### config.mk
export PLATFORM = sky130hd
export DESIGN_NAME = console_paste_feeder
export DESIGN_NICKNAME = d
export VERILOG_FILES = /design/src/rtl/console_paste_feeder.sv
export SDC_FILE = /design/constraint.sdc
export NUM_CORES = 1
export LEC_CHECK = 0
export CAP_MARGIN = 5
export CORE_AREA = 2 2 194 196
export CTS_CLUSTER_DIAMETER = 50
export DETAILED_ROUTE_END_ITERATION = 10
export DIE_AREA = 0 0 196 198
export PLACE_DENSITY = 0.82
export SLEW_MARGIN = 20
export SYNTH_ARGS = -nofsm -noshare
export SYNTH_HDL_FRONTEND = slang
export SYNTH_SLANG_ARGS = --single-unit
### constraint.sdc
create_clock -name clk -period 3.94 [get_ports clk]
set_input_delay 0.788 -clock clk [delete_from_list [all_inputs] [get_ports clk]]
set_output_delay 0.788 -clock clk [all_outputs]
set_load 0.005 [all_outputs]
### src/rtl/console_paste_feeder.sv
// Queues host keyboard/paste bytes and feeds them one at a time to the PDP-8/I console
// transmitter, pacing characters so single-buffered console software keeps up.
module console_paste_feeder #(
  parameter int DEPTH        = 64,
  parameter int PACE_CYCLES  = 200000,
  parameter int CR_EXTRA     = 2000000,
  parameter bit LF_TO_CR     = 1'b1,
  parameter bit MARK_PARITY  = 1'b1,
  parameter int BUSY_TIMEOUT = 4
) (
  input  logic                   clk,
  input  logic                   rst,
  input  logic [7:0]             in_data,
  input  logic                   in_valid,
  output logic                   in_ready,
  input  logic                   flush,
  output logic [7:0]             out_data,
  output logic                   out_strobe,
  input  logic                   out_ready,
  output logic [$clog2(DEPTH):0] count,
  output logic                   busy
);

  localparam int AW      = $clog2(DEPTH);
  localparam int GAP_MAX = PACE_CYCLES + CR_EXTRA;
  localparam int GW      = (GAP_MAX > 0) ? $clog2(GAP_MAX + 1) : 1;
  localparam int TW      = (BUSY_TIMEOUT > 0) ? $clog2(BUSY_TIMEOUT + 1) : 1;

  localparam logic [GW-1:0] GAP_NORM = GW'(PACE_CYCLES);
  localparam logic [GW-1:0] GAP_CR   = GW'(PACE_CYCLES + CR_EXTRA);

  typedef enum logic [1:0] {IDLE, WAIT_BUSY, WAIT_IDLE, GAP} state_t;

  logic [7:0]    mem_q [DEPTH];
  logic [AW-1:0] wr_ptr_q, rd_ptr_q;
  logic [AW:0]   count_q;
  state_t        state_q;
  logic [7:0]    out_data_q;
  logic          out_strobe_q;
  logic          is_cr_q;
  logic [GW-1:0] gap_q;
  logic [TW-1:0] tmo_q;

  logic          push, pop;
  logic [7:0]    head_xlat;
  logic [GW-1:0] gap_load;

  assign in_ready = (count_q != (AW+1)'(DEPTH)) & ~flush;
  assign push     = in_valid & in_ready;
  assign pop      = (state_q == IDLE) & (count_q != '0) & out_ready & ~flush;
  assign gap_load = is_cr_q ? GAP_CR : GAP_NORM;

  // LF->CR first, then mark parity, so a translated LF also gets bit 7 forced.
  always_comb begin
    head_xlat = mem_q[rd_ptr_q];
    if (LF_TO_CR && (head_xlat[6:0] == 7'h0A)) head_xlat[6:0] = 7'h0D;
    if (MARK_PARITY) head_xlat[7] = 1'b1;
  end

  // NOTE: the storage array has no reset; pointers and count alone define which entries are valid.
  always_ff @(posedge clk) begin
    if (push) mem_q[wr_ptr_q] <= in_data;
  end

  always_ff @(posedge clk) begin
    if (rst || flush) begin
      wr_ptr_q <= '0;
      rd_ptr_q <= '0;
      count_q  <= '0;
    end else begin
      if (push) wr_ptr_q <= wr_ptr_q + AW'(1);
      if (pop)  rd_ptr_q <= rd_ptr_q + AW'(1);
      case ({push, pop})
        2'b10:   count_q <= count_q + (AW+1)'(1);
        2'b01:   count_q <= count_q - (AW+1)'(1);
        default: count_q <= count_q;
      endcase
    end
  end

  always_ff @(posedge clk) begin
    if (rst) begin
      state_q      <= IDLE;
      out_data_q   <= 8'h00;
      out_strobe_q <= 1'b0;
      is_cr_q      <= 1'b0;
      gap_q        <= '0;
      tmo_q        <= '0;
    end else begin
      out_strobe_q <= 1'b0;
      unique case (state_q)
        IDLE: begin
          if (pop) begin
            out_data_q   <= head_xlat;
            out_strobe_q <= 1'b1;
            is_cr_q      <= (head_xlat[6:0] == 7'h0D);
            tmo_q        <= '0;
            state_q      <= WAIT_BUSY;
          end
        end
        // A transmitter that never drops ready must not hang the feeder.
        WAIT_BUSY: begin
          if (!out_ready || (tmo_q == TW'(BUSY_TIMEOUT - 1))) state_q <= WAIT_IDLE;
          else tmo_q <= tmo_q + TW'(1);
        end
        WAIT_IDLE: begin
          if (out_ready) begin
            gap_q   <= gap_load;
            state_q <= (gap_load == '0) ? IDLE : GAP;
          end
        end
        GAP: begin
          if (flush || (gap_q <= GW'(1))) begin
            gap_q   <= '0;
            state_q <= IDLE;
          end else begin
            gap_q <= gap_q - GW'(1);
          end
        end
        default: state_q <= IDLE;
      endcase
    end
  end

  assign out_data   = out_data_q;
  assign out_strobe = out_strobe_q;
  assign count      = count_q;
  assign busy       = (state_q != IDLE) | (count_q != '0);

endmodule

==> impl_metrics.yaml, run 1 <==
outcome:
  status: "completed"
die:
  fp.dieW_um: 196
  core_area_um2: 37000
  dieArea_um2: 38800
  num_io_pins: 31
  fp-row-count: 71
  initial_core_util_pct: 54.9
  die_y_um: 198
synthesis:
  yosys_warnings: 0
  synth_seq_area_share_pct: 72.5
  synth_area_um2: 20300
  synth_seq_cells: 510
  synth_top_area_share_pct: 66.3
  synth_fp_nets: 1186
  ys_top_cells_by_area: "edfxtp_1 (66%), mux4_2 (13%), dfxtp_1 (6.1%)"
  ys_types: 53
  synth_edf_count: 448
  synth_top_cell_by_area: "edfxtp_1"
  syn_area_per_cell_um2: 17.5
  syn_inst: 1159
  ys_async_sr_fraction_pct: 0
  synthFlopType: "edfxtp_1"
clock_network:
  cts_sinks: 510
  cts_made_buffers: 52
  ctsLongestPathBuffers: 3
  clk_pin_slew_ps: 60
  cts.repair.resized: 0
  cts_tree: "yes"
  cts_hold_buf: 0
  htree_levels: 2
  postCtsSetupRepairBufs: 0
  clock-root-buffer: "clkbuf_16"
  insertion_delay_ps: 580
timing:
  min_period_ps: 3540
  setup_viol: 0
  drv_slew: 0
  period_share_pct: 89.9
  timing.setup.tns_ps: 0
  worst_slew_pin_slew_ps: 1110
  skew_ps: 15.4
  rsz0062_at_grt: "false"
  fmax_mhz: 282
  postLayoutSetupSlackWorst_ps: 398
  max-slew-margin-rel_pct: 26.0
  hold_viol_final: 0
critical_path:
  crit_fanout: 43
  cp_data_required_time_ps: 4440
  slowest_stage: "dfxtp_4"
  reg2reg_depth: 8
  crit_path_max_incr_delay_ps: 790
  worstPathCellList: "mux4_2, mux4_2, nor2_1, a31oi_1, a31oi_1, nand4_1, or3_1, a21oi_1"
  start_kind: "flop"
  worst_ep_arrival_time_ps: 4040
  setup.worst_path.end_class: "flop"
  crit_type: "flop to flop"
hold_path:
  hold_path_depth: 2
  hp-class: "flop to flop"
placement:
  dp_slack_ps: 56.4
  dp_cells: 1683
  place_congestion: 0.867
  place_hpwl_um: 25600
  port_buffers: 29
global_routing:
  grt_pass1_wl_um: 65700
  grt_antenna_before_repair: 0
  grt_usage_pct: 22.7
  grt_max_degree: 65
  grt-ovfl-total: 0
  grt_pass1_vias: 11206
layout:
  drive_gt1_share_pct: 22.5
  layout.nets: 1290
  final_cell_mix: "edfxtp_1 (448), nor2_1 (124), mux4_2 (113)"
  layout_commonest_cell: "edfxtp_1"
  nFillCells: 2482
  antenna_cells: 0
  area_growth_syn_to_layout_pct: 14.3
  final_cell_count_no_fill: 1781
  utilization_pct: 62.7
routing:
  final_antenna_net_count: 0
  drt-total-wl_um: 42900
  dr.pass1.iters: 8
  drt_first_iter_violations: 1215
  drc: 0
  avgRoutedWirePerCell_um: 24.1
  num_vias: 11019
  viasPerCell: 6.19
power:
  leakage_uw: 0.00737
  powerDensity_nw_per_um2: 482
  vdd_drop_max_uv: 373
  power.total_uw: 11200
flow_run:
  drv_cap: 0
## synth_stat cells (2+ instances only)
cell	instances
inv_1	13
mux2_2	2
nor2_1	124
a21o_1	3
nand2b_1	12
or4_1	2
nand3_1	13
ha_1	14
xor2_1	16
clkbuf_1	27
dfxtp_1	62
edfxtp_1	448
a31oi_1	5
buf_6	8
nand3b_1	6
a221oi_1	2
or2_2	3
xnor2_1	6
or3_1	17
o21ai_0	19
and2_1	5
buf_2	16
nor4_1	7
a22oi_1	49
nand2_1	34
a22o_1	2
mux4_2	113
a21oi_1	66
buf_1	8
mux2i_1	9
nor2b_1	6
nor3_1	16
a211oi_1	2
nand4_1	5
## metrics by stage
stage               hold WS [ps]  area [µm²]
floorplan                    450       20300
global placement             457       21500
detailed placement           466       21500
CTS                          475       23200
global route                 493       23200
finish                       472       23200
## registers in the layout, indices dropped and copies added, names as in the netlist, 2 cells and up, named ones only
name / flops
count: 7
gap_q: 22
mem_q: 448
out_data: 8
rd_ptr_q: 6
state_q: 2
tmo_q: 3
wr_ptr_q: 6
## layer usage
metal  GRT usage, %  wire length [µm]  vias up  part of all wire [%]
li1               -                 -     4835                     -
met1           29.5             16500     5544                    38
met2           38.7             21600      548                    50
met3           4.77              3700       92                   8.6
met4           7.13              1090        0                   2.5
met5              0                 0        -                     0
## cell families after synthesis
group                      after synthesis  synth area share, %
muxes                                  124                 13.1
and+or+nand+nor                        256                 5.92
adders and majority gates               14                0.864
xor gates and xnor gates                22                0.950
AOI/OAI and AO/OA                      160                 4.91
DFF                                    510                 72.5
buffers and inverters                   73                 1.80
## final timing paths
check                                              start  slack (ps)                  endpoint
worst max register to register                      flop         400      is_cr_q$_SDFFE_PP0P_
worst max-delay path                                flop         400      is_cr_q$_SDFFE_PP0P_
worst min-delay path            out_data[3]$_SDFFE_PP0P_         470  out_data[3]$_SDFFE_PP0P_
worst min register to register  out_data[3]$_SDFFE_PP0P_         470  out_data[3]$_SDFFE_PP0P_
## worst max-delay path, delay by kind of cell, from the launching register on
| family | cells | cell delay, ps |
|---|---|---|
| multiplexers | 2 | 1100 |
| AO/OA/AOI/OAI | 3 | 820 |
| flip-flops | 1 | 790 |
| AND/OR/NAND/NOR | 3 | 690 |
## power breakdown
part / leakage (µW) / internal, µW / switching [µW]
clock network: 0.000820 / 2780 / 2010
logic: 0.00203 / 157 / 303
registers: 0.00453 / 5900 / 29.5
## cell type report
cell class	instances	area (µm²)	area share [%]
flip-flops and latches	510	14700	63.4
multi-input cells	576	5230	22.6
clock buffers	69	1440	6.20
repair buffers	110	916	3.95
well taps	474	593	2.56
clock inverters	29	249	1.07
inverters	13	48.8	0.211
Power figures use the tool's default switching activity.
==> inputs of run 2 (changes only) <==
- GPL_TIMING_DRIVEN: not set -> 0
==> impl_metrics.yaml, run 2 (synthesized netlist as in run 1, its figures left out) <==
placement:
  place_congestion: 0.902
  port_buffers: 29
  place_area_um2: 21300
  place_hpwl_um: 31100
die:
  initial_core_util_pct: 54.9
  num_io_pins: 31
  fp-row-count: 71
  dieArea_um2: 38800
  fp.dieW_um: 196
  die_y_um: 198
  core_area_um2: 37000
layout:
  fin_area_um2: 22800
  layout_commonest_cell: "edfxtp_1"
  antenna_cells: 0
  drive_gt1_share_pct: 19.2
  ff_latch_area_um2: 14700
  final_cell_mix: "edfxtp_1 (448), nor2_1 (123), mux4_2 (113)"
  largest_reg_flops: 448
  largest-register: "mem_q"
  nFillCells: 2556
  layout.nets: 1270
  area_growth_syn_to_layout_pct: 12.5
  multi_input_area_um2: 5290
flow_run:
  drv_cap: 0
timing:
  max-slew-margin-rel_pct: 16.4
  rsz0062_at_grt: "true"
  min_period_ps: 3880
  worst_slew_pin_slew_ps: 1250
  fin_hold_ws_ps: 483
  hold_viol_final: 0
  period_share_pct: 98.5
  drv_slew: 0
  setup_viol: 0
  fmax_mhz: 258
  skew_ps: 21.5
clock_network:
  cts_made_buffers: 49
  cts_sinks: 510
  clk_pin_slew_ps: 60
  ctsLongestPathBuffers: 3
  htree_levels: 2
  cts_tree: "yes"
  clock-root-buffer: "clkbuf_16"
  cts_hold_buf: 0
  insertion_delay_ps: 570
critical_path:
  cp_data_required_time_ps: 4430
  reg2reg_depth: 11
  worstPathCellList: "buf_2, nor2b_1, clkbuf_1, buf_2, a22oi_1, a21oi_1, nor4_2, nor3_2, a31oi_1, or3_1, a21oi_1"
  crit_type: "flop to flop"
  worst_ep_arrival_time_ps: 4370
  r2r_slack_ps: 60
  start_kind: "flop"
  r2r-end: "is_cr_q$_SDFFE_PP0P_"
  crit_fanout: 10
  slowest_stage: "nor2b_1"
  setup.worst_path.end_class: "flop"
  crit_path_max_incr_delay_ps: 690
hold_path:
  hold_path_end: "out_data[3]$_SDFFE_PP0P_"
  hp-class: "flop to flop"
  min-delay-start: "out_data[3]$_SDFFE_PP0P_"
  hold_path_depth: 2
power:
  vdd_drop_max_uv: 404
  leakage_uw: 0.00711
  powerDensity_nw_per_um2: 472
routing:
  avgRoutedWirePerCell_um: 28.1
  drt-total-wl_um: 49300
  final_antenna_net_count: 0
  drc: 0
  drt_first_iter_violations: 1599
  num_vias: 11463
  viasPerCell: 6.54
  dr.pass1.iters: 6
global_routing:
  grt_max_degree: 48
  grt-ovfl-total: 0
  grt_antenna_before_repair: 0
  grt_pass1_wl_um: 73000
  grt_pass1_vias: 11464
  grt_usage_pct: 26.1
outcome:
  status: "completed"
[run 2: cell count changes in the layout (fill, tap and decap cells not counted), moves of 3 or more]
cell,before,now
clkbuf_8,5,0
clkbuf_16,53,49
clkbuf_1,11,34
buf_4,84,6
buf_2,1,18
buf_6,0,8
inv_6,6,3
nor4_1,7,4
buf_1,0,5
[run 2: worst max path at each step]
stage | endpoint | depth (start not counted)
global placement | count[6]$_SDFFE_PP0P_ | 18
finish | is_cr_q$_SDFFE_PP0P_ | 11
CTS | is_cr_q$_SDFFE_PP0P_ | 11
detailed placement | count[6]$_SDFFE_PP0P_ | 18
floorplan | count[6]$_SDFFE_PP0P_ | 16
global route | count[6]$_SDFFE_PP0P_ | 16
[run 2: metal layers]
metal  wire length (µm)  share of wire [%]  track usage (%)  vias up
li1                   -                  -                -     4781
met1              18000                 36             34.8     5734
met2              23200                 47             41.9      783
met3               5910                 12             6.52      165
met4               2190                4.4             10.3        0
met5                  0                  0                0        -
[run 2: report_power, final]
group          switching [µW]  internal [µW]
sequential               29.5           5900
combinational             318            172
clock                    1990           2360
total                    2340           8430
[run 2: metrics by stage]
stage | cells | utilization, % | setup TNS (ps) | setup slack (ps) | total power (µW)
global placement | 1662 | 57.3 | -3380 | -859 | 6490
floorplan | 1159 | - | 0 | 85.5 | 6320
finish | 1753 | 61.8 | 0 | 59.8 | 10800
CTS | 1753 | 61.6 | 0 | 50.1 | 10800
global route | 1753 | 61.8 | -54.2 | -54.2 | 11000
detailed placement | 1669 | 57.6 | -4590 | -971 | 6520
[run 2: timing repair]
action | in CTS | in global routing
resized for setup | 10 | 12
gates cloned | 0 | 0
endpoints found under the setup margin | 8 | 6
setup buffers | 1 | 1
pin swaps | 1 | 2
[run 2: critical path: cells and delay by family (launching register included)]
family          cells  cell delay (ps)
compound gates      4              640
buf+inv             3             1500
flops               1              320
simple gates        4             1340
[run 2: final cells by class]
cell class	count	share of cell area (%)
clock inverters	27	0.817
well taps	474	2.60
flip-flops and latches	510	64.4
plain buffers	55	1.38
repair buffers	38	1.87
clock buffers	60	5.55
multi-input cells	576	23.2
inverters	13	0.214
